`src/rtl/i2s_rx_deserializer.sv`:
```
// i2s_rx_deserializer
//   I2S receiver for an external I2S master (sck/ws/sd). The three I2S lines
//   are synchronized into the clk domain, and a bit is taken on each sck
//   rising edge detected there. Signed AUDIO_DW-bit left/right words are
//   deserialized MSB first with the standard one-bit delay after a ws change.
//   Each complete stereo frame is presented with a one-cycle valid strobe.
//   Requires f_clk >= 4*f_sck.
//
//   Handshake: valid_o is a pure strobe with no backpressure. l_data_o and
//   r_data_o change only in the cycle valid_o is high, and hold otherwise.
//
// Optional feature (macro I2S_RX_PEAK_EN):
//   defined   - peak_o tracks max |sample| over delivered frames (saturating
//               abs). err_clr_i also clears it, but a same-cycle update wins.
//   undefined - peak_o is tied to 0.
//
// Ports:
//   clk        system clock, all logic on posedge
//   rst        synchronous active-high reset
//   sck_i      I2S bit clock (async)
//   ws_i       I2S word select, 0 = left, 1 = right (async)
//   sd_i       I2S serial data (async)
//   err_clr_i  level clear for err_o (and peak_o when enabled)
//   l_data_o   last complete left word
//   r_data_o   last complete right word
//   valid_o    1-clk pulse, new L/R pair on l_data_o/r_data_o
//   err_o      sticky framing error
//   peak_o     peak |sample| (0 when the peak feature is not built)
module i2s_rx_deserializer #(
    parameter int AUDIO_DW    = 8,
    parameter int SYNC_STAGES = 2
) (
    input  logic                clk,
    input  logic                rst,
    input  logic                sck_i,
    input  logic                ws_i,
    input  logic                sd_i,
    input  logic                err_clr_i,
    output logic [AUDIO_DW-1:0] l_data_o,
    output logic [AUDIO_DW-1:0] r_data_o,
    output logic                valid_o,
    output logic                err_o,
    output logic [AUDIO_DW-1:0] peak_o
);
    localparam int DW = AUDIO_DW;
    localparam int CW = $clog2(DW) + 1;
    localparam logic [CW-1:0] CNT_MAX  = '1;
    localparam logic [CW-1:0] CNT_LAST = CW'(DW - 1);

    typedef enum logic {HUNT = 1'b0, RUN = 1'b1} state_t;

    // Synchronizers: all three lines see the same delay so they stay aligned.
    logic [SYNC_STAGES-1:0] sck_sync, ws_sync, sd_sync;
    logic sck_s, ws_s, sd_s, sck_q, rise;

    state_t        state, state_nxt;
    logic [DW-1:0] shreg, shreg_nxt;
    logic [CW-1:0] bitcnt, bitcnt_nxt;
    logic          ws_q, ws_q_nxt;
    // primed: ws_q holds a real sampled ws value. Without it the first rise
    // after reset would compare against the reset value of ws_q and treat a
    // start in the right half as a ws change, misaligning the first word.
    logic          primed, primed_nxt;
    logic [DW-1:0] l_hold, l_hold_nxt;
    logic          l_ok, l_ok_nxt;
    logic [DW-1:0] l_data_nxt, r_data_nxt;
    logic          valid_nxt, err_nxt;
    logic [DW-1:0] word;
    logic          word_end;

    assign sck_s = sck_sync[SYNC_STAGES-1];
    assign ws_s  = ws_sync[SYNC_STAGES-1];
    assign sd_s  = sd_sync[SYNC_STAGES-1];
    assign rise  = sck_s & ~sck_q;
    assign word  = {shreg[DW-2:0], sd_s};
    assign word_end = rise & primed & (ws_s != ws_q);

    always_ff @(posedge clk) begin
        if (rst) begin
            sck_sync <= '0;
            ws_sync  <= '0;
            sd_sync  <= '0;
            sck_q    <= 1'b0;
        end else begin
            sck_sync <= {sck_sync[SYNC_STAGES-2:0], sck_i};
            ws_sync  <= {ws_sync[SYNC_STAGES-2:0], ws_i};
            sd_sync  <= {sd_sync[SYNC_STAGES-2:0], sd_i};
            sck_q    <= sck_s;
        end
    end

    always_ff @(posedge clk) begin
        if (rst) begin
            state    <= HUNT;
            shreg    <= '0;
            bitcnt   <= '0;
            ws_q     <= 1'b0;
            primed   <= 1'b0;
            l_hold   <= '0;
            l_ok     <= 1'b0;
            l_data_o <= '0;
            r_data_o <= '0;
            valid_o  <= 1'b0;
            err_o    <= 1'b0;
        end else begin
            state    <= state_nxt;
            shreg    <= shreg_nxt;
            bitcnt   <= bitcnt_nxt;
            ws_q     <= ws_q_nxt;
            primed   <= primed_nxt;
            l_hold   <= l_hold_nxt;
            l_ok     <= l_ok_nxt;
            l_data_o <= l_data_nxt;
            r_data_o <= r_data_nxt;
            valid_o  <= valid_nxt;
            err_o    <= err_nxt;
        end
    end

    always_comb begin
        state_nxt  = state;
        shreg_nxt  = shreg;
        bitcnt_nxt = bitcnt;
        ws_q_nxt   = ws_q;
        primed_nxt = primed;
        l_hold_nxt = l_hold;
        l_ok_nxt   = l_ok;
        l_data_nxt = l_data_o;
        r_data_nxt = r_data_o;
        valid_nxt  = 1'b0;
        // A new error below overrides this clear.
        err_nxt    = err_o & ~err_clr_i;

        if (rise) begin
            shreg_nxt  = word;
            ws_q_nxt   = ws_s;
            primed_nxt = 1'b1;
            if (bitcnt != CNT_MAX) begin
                bitcnt_nxt = bitcnt + 1'b1;
            end
            if (word_end) begin
                bitcnt_nxt = '0;
                case (state)
                    HUNT: state_nxt = RUN;
                    RUN: begin
                        if (bitcnt == CNT_LAST) begin
                            if (!ws_q) begin
                                l_hold_nxt = word;
                                l_ok_nxt   = 1'b1;
                            end else if (l_ok) begin
                                l_data_nxt = l_hold;
                                r_data_nxt = word;
                                valid_nxt  = 1'b1;
                                l_ok_nxt   = 1'b0;
                            end
                            // Right word without a held left is a start-up
                            // half frame: dropped silently.
                        end else begin
                            err_nxt  = 1'b1;
                            l_ok_nxt = 1'b0;
                        end
                    end
                    default: state_nxt = HUNT;
                endcase
            end
        end
    end

`ifdef I2S_RX_PEAK_EN
    // Two's-complement magnitude; the most negative code saturates.
    function automatic logic [DW-1:0] abs_sat(input logic [DW-1:0] v);
        if (!v[DW-1]) begin
            abs_sat = v;
        end else if (v[DW-2:0] == '0) begin
            abs_sat = {1'b0, {(DW-1){1'b1}}};
        end else begin
            abs_sat = -v;
        end
    endfunction

    logic [DW-1:0] peak_q, peak_nxt, l_abs, r_abs;

    always_comb begin
        l_abs    = abs_sat(l_data_nxt);
        r_abs    = abs_sat(r_data_nxt);
        // A clear in the same cycle as an update restarts from the new pair.
        peak_nxt = err_clr_i ? '0 : peak_q;
        if (valid_nxt) begin
            if (l_abs > peak_nxt) peak_nxt = l_abs;
            if (r_abs > peak_nxt) peak_nxt = r_abs;
        end
    end

    always_ff @(posedge clk) begin
        if (rst) begin
            peak_q <= '0;
        end else begin
            peak_q <= peak_nxt;
        end
    end

    assign peak_o = peak_q;
`else
    assign peak_o = '0;
`endif

endmodule

```
`config.mk`:
```
export PLATFORM = sky130hd
export DESIGN_NAME = i2s_rx_deserializer
export DESIGN_NICKNAME = d
export VERILOG_FILES = /design/src/rtl/i2s_rx_deserializer.sv
export SDC_FILE = /design/constraint.sdc
export NUM_CORES = 1
export LEC_CHECK = 0
export ABC_AREA = 1
export BUFFER_PORTS_ARGS = -buffer_cell sky130_fd_sc_hd__buf_2
export CAP_MARGIN = 20
export CELL_PAD_IN_SITES_DETAIL_PLACEMENT = 1
export CELL_PAD_IN_SITES_GLOBAL_PLACEMENT = 1
export CORE_AREA = 2 2 72 74
export DETAILED_ROUTE_END_ITERATION = 10
export DIE_AREA = 0 0 74 76
export GPL_TIMING_DRIVEN = 0
export PLACE_DENSITY = 0.86
export RECOVER_POWER = 50
export SLEW_MARGIN = 5
export SYNTH_ARGS = -nofsm -noshare
export SYNTH_HDL_FRONTEND = slang
export SYNTH_SLANG_ARGS = --single-unit
```
`constraint.sdc`:
```
create_clock -name clk -period 3.72 [get_ports clk]
set_input_delay 0.744 -clock clk [delete_from_list [all_inputs] [get_ports clk]]
set_output_delay 0.744 -clock clk [all_outputs]
set_load 0.01 [all_outputs]
```
# After elaboration in Yosys (flattened, before gate mapping)
# Cells that the tools add are included.
# classes
add_sub_neg,1
n_eq_ne,3
n_mux,9
bitwise_logic,11
reduce_logical,7
# op_table
operator,count
$mux W4,2
$mux W1,7
$not A1 Y1,7
$reduce_and A6 Y1,1
$reduce_or A6 Y1,1
$reduce_and A5 Y1,1
$add A4 B1 Y4 const B,1
$and A1 B1 Y1,4
$eq A4 B3 Y1 const B,1
$ne A4 B4 Y1 const B,1
$reduce_and A2 Y1,2
$reduce_and A3 Y1,1
$reduce_bool A2 Y1,1
$ne A1 B1 Y1,1
# totals
register_bits,48
in_bits,6
out_inout_bits,26
wordCells,46

# Longest topological paths before layout
# logic_depth
depth_word,6
depth_mapped,9
mapped_depth_nobuf,8

# Worst setup path before layout
# Ideal clock, no wire load.
# synth_timing
kind,flip-flop to flip-flop
start,register bitcnt[0]
end,register l_data_o[2]
setup_ps,113
arrival_ps,1307
required_time_ps,3607
path_slack_ps,2300
stages_incl_launch_ff,8
path_buffers,1
period_less_slack_ps,1420
path_cell_list,dfxtp_1 ha_1 nand2_1 nor2_4 clkbuf_1 nand4_1 nand2_1 nor2_1
# synth_via
elab_chain_len,2
# synth_rtl
element,line,source
start: declaration,58,"logic [CW-1:0] bitcnt, bitcnt_nxt;"
start signal: assignment,108,bitcnt <= bitcnt_nxt;
$eq A4 B3 Y1,146,if (bitcnt == CNT_LAST) begin
$reduce_and A6 Y1 (no line),n/a,
end signal: assignment,113,l_data_o <= l_data_nxt;
end: declaration,39,"output logic [AUDIO_DW-1:0] l_data_o,"
# Every way passes these cells.
# A chain may end at the register's enable or synchronous reset.

# Worst setup path in the final report
# layout_timing
start,register bitcnt[0]
end,register r_data_o[3]
# layout_via
elab_chain_len,2
# layout_rtl
element,line,source
$eq A4 B3 Y1,146,
$reduce_and A6 Y1 (no line),n/a,
end signal: assignment,114,r_data_o <= r_data_nxt;
end: declaration,40,"output logic [AUDIO_DW-1:0] r_data_o,"
# Every way passes these cells.

==> results.md <==
- For this run, the register share of the synthesized area comes to 0.478.
- The fmax is 463 MHz.
- The starting utilization of the core area is 0.409.
- CTS placed an instance of sky130_fd_sc_hd__clkbuf_8 at the clock tree root.
- In this run the tool buffered the top-level ports with 23 buffer cells.
- The final-report max-slew violation count was 0.
- In the final design database the tool counted 312 nets.
- The final-layout setup total negative slack is 0 ns.
- Along the worst path, the maximum fanout reaches 10.
- The DRC marker count from the first detailed-route iteration is 36.
- The detail route stage leaves a number of antenna-violating nets equal to 0.
- The power per cell area is 393 nW/um^2.
- The number of global-route vias before repair is 1,690.
- The number of hold-slack violations in the final timing report was 0.
- The number of antenna violations at the first check in global routing is 0.
- The number of distinct library cells after synthesis is 26.
- Setup repair after global routing left no endpoint under its margin.
- The first global-routing pass estimated 7510 um of wire.
- The cell family contributing the most delay on the critical path is simple AND/OR/NAND/NOR gates.
- The average vias per placed instance is 4.60.
- The worst hold path terminates at sd_sync[1].
- The summed instance area of the synthesized netlist is 2010 sq um.
- The worst slack at placement is 1.98 ns.
- The leakage dissipation is 0.961 nW.
- Dividing the detail-routed wire length by the instance count gives 11.4 um.
- On the worst path, the slowest cell contributes a delay of 0.61 ns.
- The critical path goes through ha_1 -> nand2_1 -> nor2_1 -> nand2_4 -> nor2_1 -> buf_6 -> nor2_1 -> nor2_1.
- For this design, the CTS-stage hold fixing added 0 buffers.
- The slowest stage cell on the critical path is sky130_fd_sc_hd__nor2_1.
- The clock-pin slew on the worst setup and hold paths is 0.08 ns.
- No sink is reached through more buffers than the 2 on the longest clock path.
- The flow ran to the end, and the final reports show no timing, DRC or antenna violations.
- The number of setup buffers added after CTS is 0.
- Counting both buffers and inverters, the worst setup path holds a total of 1.
- The CTS H-tree depth is 2.
- The number of clock sinks seen by CTS is 48.
- The share of power burned in combinational logic is 0.060.
- The floorplan step defined a die boundary enclosing 5620 sq um.
- Summed over all nets, the switching power comes to 206 uW.
- By startpoint and endpoint, the worst setup path is classified as flip-flop to flip-flop.
- The worst setup path is launched from a flip-flop.
- The initialized floorplan defines 26 standard-cell rows.
- The share of the synthesized area in the top cell type is 0.478.
- The routed via count is 1,728.
- For this block, the routed nets add up to 4290 um of wire.
- The post-detailed-route DRC marker count is 0.
- The post-layout worst setup margin is 1.56 ns.
- The final-layout fill cell count is 643.
- The clock network fraction of design power is 0.353.
- In this run, synthesis produced a sequential element count of 48.
- The reg-to-reg startpoint is bitcnt[0].
- The TritonCTS clock tree is done.
- IR analysis of the VDD net gives a maximum drop of 0.165 mV.
- From left edge to right edge, the die measures 74 um.
- The first TritonRoute pass finished after 5 iterations.
- The measured slew at the worst slew-check pin is 0.794 ns.
- Of all cell types, the one taking the most synthesized area is sky130_fd_sc_hd__dfxtp_1.
- At the later pin of the worst-skew pair, clock insertion delay measures 0.30 ns.
- The number of maximum-capacitance violations is 0.
- The total overflow reported by the global router is 0.
- The clock period could shrink to 2.16 ns.
- The critical register-to-register path endpoint is r_data_o[3].
- Measured in cells, the most critical reg-to-reg path has a length of 8.
- The final setup violation count is 0.
- The die height is 76 um.
- The critical path capture point type is a flip-flop.
- The pin count of the biggest net entering global routing is 14.
- By area the synthesized netlist is led by sky130_fd_sc_hd__dfxtp_1, sky130_fd_sc_hd__nor2_1, sky130_fd_sc_hd__nand4_1, sky130_fd_sc_hd__nand2_1, sky130_fd_sc_hd__inv_1.
- Internal power comes to 694 uW.
- The required time of the critical path is 3.96 ns.
- Counting instances, the worst hold path has a depth of 2.
- The post-DP HPWL is 3090 um.
- The number of cells upsized or downsized after cts is 0.
- The final worst clock skew is 0.00332 ns.
- The post-synthesis instance total is 268.
- In this run the count of I/O pins placed on the die edge is 32.
- 0 antenna diodes ended up in the layout.
- The most prevalent standard cell on the critical path is sky130_fd_sc_hd__nor2_1.
- The fraction of layout instances using a drive strength above 1 is 0.127.
- The area overhead of the layout relative to synthesis is 13.9%.
- The number of clock buffers added by TritonCTS is 5.
- Headroom to the max-slew limit came out at 0.469.
- Across all hold checks on the routed design, the worst slack comes to 0.408 ns.
- The aggregate global-route resource usage is 0.167.
- The average cell area after synthesis is 7.50 sq um.
- Dividing the final minimum period by the clock period gives 0.581.
- The data arrival time of the worst path is 2.40 ns.
- In this run the standard cell core region covers 4910 sq um.
- The switching fraction of total power is 0.229.
- In this run the most critical hold path is launched from sd_sync[0].
- The routability congestion estimate from global placement is 0.831.
- The sequential fraction of design power is 0.587.
- For flop-to-flop paths, the worst setup slack is 1.56 ns.
- The min-delay analysis places its worst path in the category flip-flop to flip-flop.
- The warning count from the yosys run is 0.
## placed cells by master (no fill, tap or decap)
master                     count
sky130_fd_sc_hd__o21ai_1       1
sky130_fd_sc_hd__nand4_1      24
sky130_fd_sc_hd__buf_1         2
sky130_fd_sc_hd__dfxtp_1      48
sky130_fd_sc_hd__inv_2         1
sky130_fd_sc_hd__ha_1          1
sky130_fd_sc_hd__buf_2        16
sky130_fd_sc_hd__buf_6         1
sky130_fd_sc_hd__clkinv_1      1
sky130_fd_sc_hd__nand2_4       1
sky130_fd_sc_hd__nor2_1       64
sky130_fd_sc_hd__nor2_2        1
sky130_fd_sc_hd__and3_1        1
sky130_fd_sc_hd__nor3_1        2
sky130_fd_sc_hd__clkbuf_8      6
sky130_fd_sc_hd__o21ai_0       9
sky130_fd_sc_hd__nand2_1      38
sky130_fd_sc_hd__nor2_4        2
sky130_fd_sc_hd__nand2_2       1
sky130_fd_sc_hd__nand3_1       6
sky130_fd_sc_hd__buf_4         9
sky130_fd_sc_hd__conb_1        8
sky130_fd_sc_hd__xor2_1        1
sky130_fd_sc_hd__a21oi_1      15
sky130_fd_sc_hd__clkbuf_1     17
sky130_fd_sc_hd__inv_1        29
sky130_fd_sc_hd__nand3_2       1
## state kept, by name, indices dropped and copies added (netlist names), 2 cells and up
signal and cells:
ws_sync 2, sd_sync 2, bitcnt 4, l_data_o 8, r_data_o 8, shreg 7, sck_sync 2, l_hold 8
## cell type report
class / instances / area [sq um] / area share
clock buffer: 8 / 90.1 / 0.0393
tap: 70 / 87.6 / 0.0383
timing repair buffer: 23 / 103 / 0.0448
buffer: 20 / 120 / 0.0525
sequential: 48 / 961 / 0.420
inverter: 31 / 116 / 0.0508
multi-input combinational: 176 / 812 / 0.355
## metal layers
metal | vias up | share of wire | track usage
li1 | 905 | - | -
met1 | 790 | 0.43 | 0.189
met2 | 24 | 0.51 | 0.299
met3 | 9 | 0.034 | 0.0397
met4 | 0 | 0.019 | 0.0564
met5 | - | 0 | 0
## how the worst max path moves through the flow
stage,from,endpoint,slack (ns),cells past startpoint
2_1_floorplan,bitcnt[0],l_data_o[2],2.30,7
3_3_place_gp,rst,shreg[3],1.98,5
3_5_place_dp,rst,shreg[2],1.98,5
4_1_cts,bitcnt[0],r_data_o[7],1.97,7
5_1_grt,bitcnt[0],r_data_o[0],1.31,8
6_report,bitcnt[0],r_data_o[3],1.56,8
## cell usage after synthesis
library cell                n
sky130_fd_sc_hd__nand4_1   24
sky130_fd_sc_hd__dfxtp_1   48
sky130_fd_sc_hd__a21oi_1   15
sky130_fd_sc_hd__clkbuf_1   3
sky130_fd_sc_hd__nor2_1    62
sky130_fd_sc_hd__o21ai_0    8
sky130_fd_sc_hd__nor2_4     3
sky130_fd_sc_hd__o21ai_1    2
sky130_fd_sc_hd__buf_1      2
sky130_fd_sc_hd__conb_1     1
sky130_fd_sc_hd__and3_1     1
sky130_fd_sc_hd__nand2_4    1
sky130_fd_sc_hd__inv_1     29
sky130_fd_sc_hd__nor3_1     2
sky130_fd_sc_hd__nand3_2    1
sky130_fd_sc_hd__nor2_2     1
sky130_fd_sc_hd__nand2_1   38
sky130_fd_sc_hd__buf_4      9
sky130_fd_sc_hd__ha_1       1
sky130_fd_sc_hd__nand2_2    1
sky130_fd_sc_hd__buf_2      5
sky130_fd_sc_hd__nor2_8     1
sky130_fd_sc_hd__inv_2      2
sky130_fd_sc_hd__buf_6      1
sky130_fd_sc_hd__xor2_1     1
sky130_fd_sc_hd__nand3_1    6
## worst reg2reg max path, cell delays in order (launching register included)
cell and delay, ns:
sky130_fd_sc_hd__dfxtp_1 0.37, sky130_fd_sc_hd__ha_1 0.21, sky130_fd_sc_hd__nand2_1 0.09, sky130_fd_sc_hd__nor2_1 0.61, sky130_fd_sc_hd__nand2_4 0.08, sky130_fd_sc_hd__nor2_1 0.41, sky130_fd_sc_hd__buf_6 0.21, sky130_fd_sc_hd__nor2_1 0.05
sky130_fd_sc_hd__nor2_1 0.09
## cells by family (layout without fill, tap and decap cells)
logic type | after synthesis | in the layout | share of synthesized area
fa+ha+maj | 1 | 1 | 0.00623
flops | 48 | 48 | 0.478
other cells | 1 | 8 | 0.00187
xor+xnor | 1 | 1 | 0.00436
buf+inv | 51 | 82 | 0.119
compound gates | 25 | 25 | 0.0623
simple gates | 141 | 141 | 0.328
## through the flow
stage                util  total power, mW  std cells  instance area, sq um
floorplan               -            0.581        275                  2040
global placement    0.456            0.592        368                  2240
detailed placement  0.456            0.594        368                  2240
global route        0.466            0.947        376                  2290
finish              0.466            0.900        376                  2290
CTS                 0.474            0.914        376                  2330
## power by group through the flow
stage	Sequential [mW]	Combinational [mW]	Clock [mW]
after global routing	0.529	0.0620	0.355
after floorplan	0.539	0.0418	0
after global placement	0.540	0.0526	0
after detailed placement	0.540	0.0538	0
final	0.528	0.0538	0.318
after CTS	0.528	0.0546	0.332
(Power assumes the default switching activity.)
